## src/rtl/router_fsm.sv

```systemverilog
// Control FSM of the 1x3 packet router: header decode, payload/parity load,
// full-FIFO stall, busy-destination wait and soft-reset abort.
module router_fsm (
    input  logic       clk,
    input  logic       rst,
    input  logic       pkt_valid,
    input  logic [1:0] data_in,
    input  logic       fifo_full,
    input  logic       fifo_empty_0,
    input  logic       fifo_empty_1,
    input  logic       fifo_empty_2,
    input  logic       sft_rst_0,
    input  logic       sft_rst_1,
    input  logic       sft_rst_2,
    input  logic       parity_done,
    input  logic       low_pkt_valid,
    output logic       detect_add,
    output logic       lfd_state,
    output logic       ld_state,
    output logic       laf_state,
    output logic       full_state,
    output logic       write_en_reg,
    output logic       rst_int_reg,
    output logic       busy
);

    localparam int unsigned ADDR_W = 2;

    typedef enum logic [2:0] {
        DECODE_ADDRESS     = 3'd0,
        LOAD_FIRST_DATA    = 3'd1,
        LOAD_DATA          = 3'd2,
        LOAD_PARITY        = 3'd3,
        FIFO_FULL_STATE    = 3'd4,
        LOAD_AFTER_FULL    = 3'd5,
        WAIT_TILL_EMPTY    = 3'd6,
        CHECK_PARITY_ERROR = 3'd7
    } state_e;

    state_e              state_q, state_d;
    logic [ADDR_W-1:0]   addr_q, addr_d;
    logic                sel_empty, sel_sft, hdr_empty;

    // Per-destination status selected by the latched address (port 3 does not exist)
    always_comb begin
        sel_empty = 1'b0;
        sel_sft   = 1'b0;
        case (addr_q)
            2'd0:    begin sel_empty = fifo_empty_0; sel_sft = sft_rst_0; end
            2'd1:    begin sel_empty = fifo_empty_1; sel_sft = sft_rst_1; end
            2'd2:    begin sel_empty = fifo_empty_2; sel_sft = sft_rst_2; end
            default: begin sel_empty = 1'b0;         sel_sft = 1'b0;      end
        endcase
    end

    // Emptiness of the destination named by the header currently on data_in
    always_comb begin
        hdr_empty = 1'b0;
        case (data_in)
            2'd0:    hdr_empty = fifo_empty_0;
            2'd1:    hdr_empty = fifo_empty_1;
            2'd2:    hdr_empty = fifo_empty_2;
            default: hdr_empty = 1'b0;
        endcase
    end

    // State and address registers
    always_ff @(posedge clk or negedge rst) begin
        if (!rst) begin
            state_q <= DECODE_ADDRESS;
            addr_q  <= '0;
        end else begin
            state_q <= state_d;
            addr_q  <= addr_d;
        end
    end

    // Next-state logic and Moore output decode
    always_comb begin
        state_d      = state_q;
        addr_d       = addr_q;
        detect_add   = 1'b0;
        lfd_state    = 1'b0;
        ld_state     = 1'b0;
        laf_state    = 1'b0;
        full_state   = 1'b0;
        write_en_reg = 1'b0;
        rst_int_reg  = 1'b0;
        busy         = 1'b1;
        case (state_q)
            DECODE_ADDRESS: begin
                detect_add = 1'b1;
                busy       = 1'b0;
                if (pkt_valid) begin
                    addr_d = data_in;
                    if (data_in != 2'd3) begin
                        state_d = hdr_empty ? LOAD_FIRST_DATA : WAIT_TILL_EMPTY;
                    end
                end
            end
            LOAD_FIRST_DATA: begin
                lfd_state    = 1'b1;
                write_en_reg = 1'b1;
                state_d      = LOAD_DATA;
            end
            LOAD_DATA: begin
                ld_state     = 1'b1;
                write_en_reg = 1'b1;
                busy         = 1'b0;
                if (fifo_full)       state_d = FIFO_FULL_STATE;
                else if (!pkt_valid) state_d = LOAD_PARITY;
            end
            FIFO_FULL_STATE: begin
                full_state = 1'b1;
                if (!fifo_full) state_d = LOAD_AFTER_FULL;
            end
            LOAD_AFTER_FULL: begin
                laf_state    = 1'b1;
                write_en_reg = 1'b1;
                if (parity_done)        state_d = DECODE_ADDRESS;
                else if (low_pkt_valid) state_d = LOAD_PARITY;
                else                    state_d = LOAD_DATA;
            end
            LOAD_PARITY: begin
                write_en_reg = 1'b1;
                state_d      = CHECK_PARITY_ERROR;
            end
            CHECK_PARITY_ERROR: begin
                rst_int_reg = 1'b1;
                state_d     = fifo_full ? FIFO_FULL_STATE : DECODE_ADDRESS;
            end
            WAIT_TILL_EMPTY: begin
                if (sel_empty) state_d = LOAD_FIRST_DATA;
            end
            default: state_d = DECODE_ADDRESS;
        endcase
        // Destination timeout abandons the packet regardless of progress
        if (state_q != DECODE_ADDRESS && sel_sft) state_d = DECODE_ADDRESS;
    end

endmodule

```

## config.mk

```make
export PLATFORM = sky130hd
export DESIGN_NAME = router_fsm
export DESIGN_NICKNAME = d
export VERILOG_FILES = /design/src/rtl/router_fsm.sv
export SDC_FILE = /design/constraint.sdc
export NUM_CORES = 1
export LEC_CHECK = 0
export ABC_AREA = 1
export ABC_CLOCK_PERIOD_IN_PS = 2180
export BUFFER_PORTS_ARGS = -buffer_cell sky130_fd_sc_hd__buf_2
export CORE_AREA = 2 2 39 41
export DETAILED_ROUTE_END_ITERATION = 10
export DIE_AREA = 0 0 41 43
export PLACE_DENSITY = 0.74
export SLEW_MARGIN = 15
export SYNTH_ARGS = -nofsm -noshare
export SYNTH_HDL_FRONTEND = slang
export SYNTH_SLANG_ARGS = --single-unit
```

## constraint.sdc

```tcl
create_clock -name clk -period 2.18 [get_ports clk]
set_clock_uncertainty 0.1 [all_clocks]
set_input_delay 0.436 -clock clk [delete_from_list [all_inputs] [get_ports clk]]
set_output_delay 0.436 -clock clk [all_outputs]
set_load 0.02 [all_outputs]
```

# --- Word level (Yosys, flattened, before mapping) ---
# Cells that the tools add are included.
totals:
  ramBits: 0
  in_bits: 14
  memories: 0
  ff_bits: 5
  latch_bits: 0
  wordCells: 51
  mem_bits_ro: 0
op_classes:
  muxes: 23
  n_mul: 0
  shift: 0
  n_reduce_logical: 9
  n_eq_ne: 17
  n_addsub: 0
  n_bitwise: 0
  magnitude_cmp: 0
  div_mod_pow: 0
op_table:
  columns: ["op", "n"]
  rows:
  - ["$mux W3", 9]
  - ["$pmux W3 S8", 1]
  - ["$eq A3 B3 Y1 const B", 4]
  - ["$ne A3 B3 Y1 const B", 4]
  - ["$mux W1", 9]
  - ["$pmux W1 S3", 3]
  - ["$eq A3 B2 Y1 const B", 2]
  - ["$reduce_and A5 Y1", 1]
  - ["$eq A2 B1 Y1 const B", 2]
  - ["$eq A2 B2 Y1 const B", 2]
  - ["$logic_not A2 Y1", 2]
  - ["$ne A4 B4 Y1 const B", 1]
  - ["$reduce_or A4 Y1", 1]
  - ["$eq A3 B1 Y1 const B", 1]
  - ["$logic_not A3 Y1", 1]
  - ["$reduce_bool A3 Y1", 1]
  - ["$mux W2", 1]
  - ["$ne A2 B2 Y1 const B", 1]
  - ["$reduce_and A2 Y1", 1]
  - ["$reduce_or A2 Y1", 1]
  - ["$logic_and A1 B1 Y1", 1]

# --- Longest topological paths before layout ---
depth:
  word_depth: 7
  mapped_depth: 10
  mapped_depth_nobuf: 9

# --- Worst setup path before layout ---
# OpenSTA, ideal clock, no wires.
synth_path:
  path_type: "reg2out"
  start: "register state_q[1]"
  end: "output port lfd_state"
  n_path_buf: 1
  arrival_ps: 909
  required_time_ps: 1644
  stages_incl_launch_ff: 5
  slack_ps: 735
  cell_sequence: "dfrtp_1 -> buf_6 -> inv_6 -> nand2_1 -> nor2_1"
synth_between:
  elab_chain_cells: 2
synth_lines:
  columns: ["item", "line", "rtl"]
  rows:
  - ["from (decl)", "40", "state_e state_q, state_d;"]
  - ["from (signal assigned)", "73", "state_q <= state_d;"]
  - ["$eq A3 B1 Y1", "90", "case (state_q)"]
  - ["$mux W1", "90", null]
  - ["to (decl)", "18", "output logic lfd_state,"]
# No other way between the ends.

# --- Worst setup path after layout ---
layout_path:
  start: "register state_q[2]"
  end: "output port ld_state"
layout_between:
  elab_chain_cells: 2
layout_lines:
  columns: ["item", "line", "rtl"]
  rows:
  - ["$eq A3 B2 Y1", "90", null]
  - ["$mux W1", "90", null]
  - ["to (decl)", "19", "output logic ld_state,"]
# No other way between the ends.

==> reports/results.txt <==
first-pass GRT wire length -> 2170 microns
DIE HEIGHT -> 43 microns
clock latency on the worst-skew pair -> 0.24 ns
vias after detailed routing -> 639
critical path type -> reg -> out
Slew HR -> 71.6%
Rows -> 14
worst-margin pin slew -> 0.427 ns
final wirelength -> 1280 microns
GRT overflow -> 0
YS warnings -> 0
CTS tree -> yes
drc violations -> 0
initial antenna violation count -> 0
flops & latches, synth -> 5
critical path fanouts, max -> 10
dpl ws -> 0.604 ns
dpl hpwl -> 1090 microns
Area after DPL -> 697 sq um
setup TNS -> 0 ns
DRT iter0 DRCs -> 13
met2 WL -> 630 microns
mapped cell area -> 606 sq um
top routing layer used -> met4
Top Ports -> 22
Final period util -> 83.7%
CTS Buffer Depth -> 2
most frequent cells in the layout -> nand2_1 (23), buf_2 (21), nand3_1 (17), inv_1 (11), nor2_1 (8)
IO Port Bufs -> 21
drt wl/cell -> 9.59 microns
Area growth syn-to-layout -> 21.1%
Req. time, crit path -> 1.64 ns
total of max-cap violations -> 0
CTS resizes -> 0
wire length on met1 -> 530 microns
gr usage total -> 17.9%
Die Width -> 41 microns
worst hold margin -> 0.389 ns
r2r setup slk -> 0.70 ns
Post-Syn Instances -> 94
top cell type's share of synthesized area -> 20.7%
mean post-synth cell area -> 6.44 sq um
Power, Total -> 1060 uW
core footprint -> 1380 sq um
sequential area share after synthesis -> 20.7%
htree depth -> 1
Finish-stage setup viols -> 0
P_leak -> 0.000429 uW
Final min period -> 1.82 ns
top cells by area, synth -> dfrtp_1 (21%), nand2_1 (14%), nand3_1 (14%)
Placer Congestion -> 0.818
fin area -> 733 sq um
share of layout cells above drive strength 1 -> 35.9%
vias in the first global route -> 560
WL met3 -> 110 microns
Power Density -> 1440 nW/um^2
Final #Nets -> 132
Mapped Nets -> 108
total CTS buffers -> 3
peak supply drop -> 782 uV
CTS Sinks -> 5
clock root cell -> clkbuf_4
drt pass-1 iters -> 4
critical path endpoint category -> output pin
WP data arrival -> 1.29 ns
# diodes -> 0
largest net degree at the start of global routing -> 11
Initial Util -> 43.8%
Vias/cell -> 4.80
synth unique cells -> 20
RSZ-0062 raised after global routing -> false
Reg clk slew, reported paths -> 0.04 ns
fin worst setup slack -> 0.356 ns
cell taking the most area after synthesis -> dfrtp_1
final count of hold timing violations -> 0
hold crit path type -> in -> reg
Post-DRT Antenna Nets -> 0
startpoint types -> flop
FMAX -> 548 MHz
status -> completed
die area -> 1760 sq um
fin. max-slew vios -> 0
commonest non-fill, non-tap cell in the layout -> nand2_1
[stage by stage]
stage          std cells  util [%]
2_1_floorplan         94         -
3_3_place_gp         128      50.4
3_5_place_dp         128      50.4
4_1_cts              133      53.0
5_1_grt              133      53.0
6_report             133      53.0
[worst paths after layout]
check | startpoint | to | cells past startpoint
setup / recovery | state_q[2] | ld_state | 4
hold / removal | data_in[0] | addr_q[0] | 3
setup reg to reg | state_q[2] | state_q[2] | 8
hold reg to reg | addr_q[1] | addr_q[1] | 2
max in group asynchronous | rst | addr_q[1] | 2
min in group asynchronous | rst | state_q[0] | 2
[layer usage]
| layer | global-route usage, % | up-vias |
|---|---|---|
| li1 | - | 342 |
| met1 | 22.0 | 271 |
| met2 | 28.7 | 24 |
| met3 | 6.28 | 2 |
| met4 | 4.00 | 0 |
| met5 | 0 | - |
[logic make-up after synthesis]
group | Yosys count | synth area share [%]
AO/OA/AOI/OAI | 6 | 5.37
buffers and inverters | 18 | 16.9
flip-flops | 5 | 20.7
AND/OR/NAND/NOR | 65 | 57.0
[state kept, by name (all words and copies together), names as in the netlist]
name     cells
addr_q       2
state_q      3
[worst max-delay path, stage by stage (launching register included)]
cell and delay (ns):
dfrtp_1 0.52, nor2_2 0.22, nand2_1 0.09, inv_1 0.06, buf_2 0.15
[power by group]
part	switching, uW	internal (uW)
registers	98.9	137
logic	454	262
clock network	37.0	69.1
total	590	469
[final cells by class]
cell class                      instances  area [sq um]
Fill cell                             141           651
Inverter                               15          68.8
Timing Repair Buffer                   22           115
Clock buffer                            4          26.3
Sequential cell                         5           125
Multi-Input combinational cell         71           378
Tap cell                               16          20.0
[Yosys cell counts (all sizes together)]
cell,instances
nand2,31
dfrtp,5
inv,15
o21ai,4
nand4,1
nor2,13
nand3,18
nand3b,1
a21oi,1
buf,3
a21boi,1
nor3,1
[timing repair]
action	in CTS	in global routing
hold buffers	1	0
setup buffers	0	0
endpoints found under the hold margin	5	0
setup endpoints to repair	0	0
No activity file was read; power rests on OpenSTA's default activity.
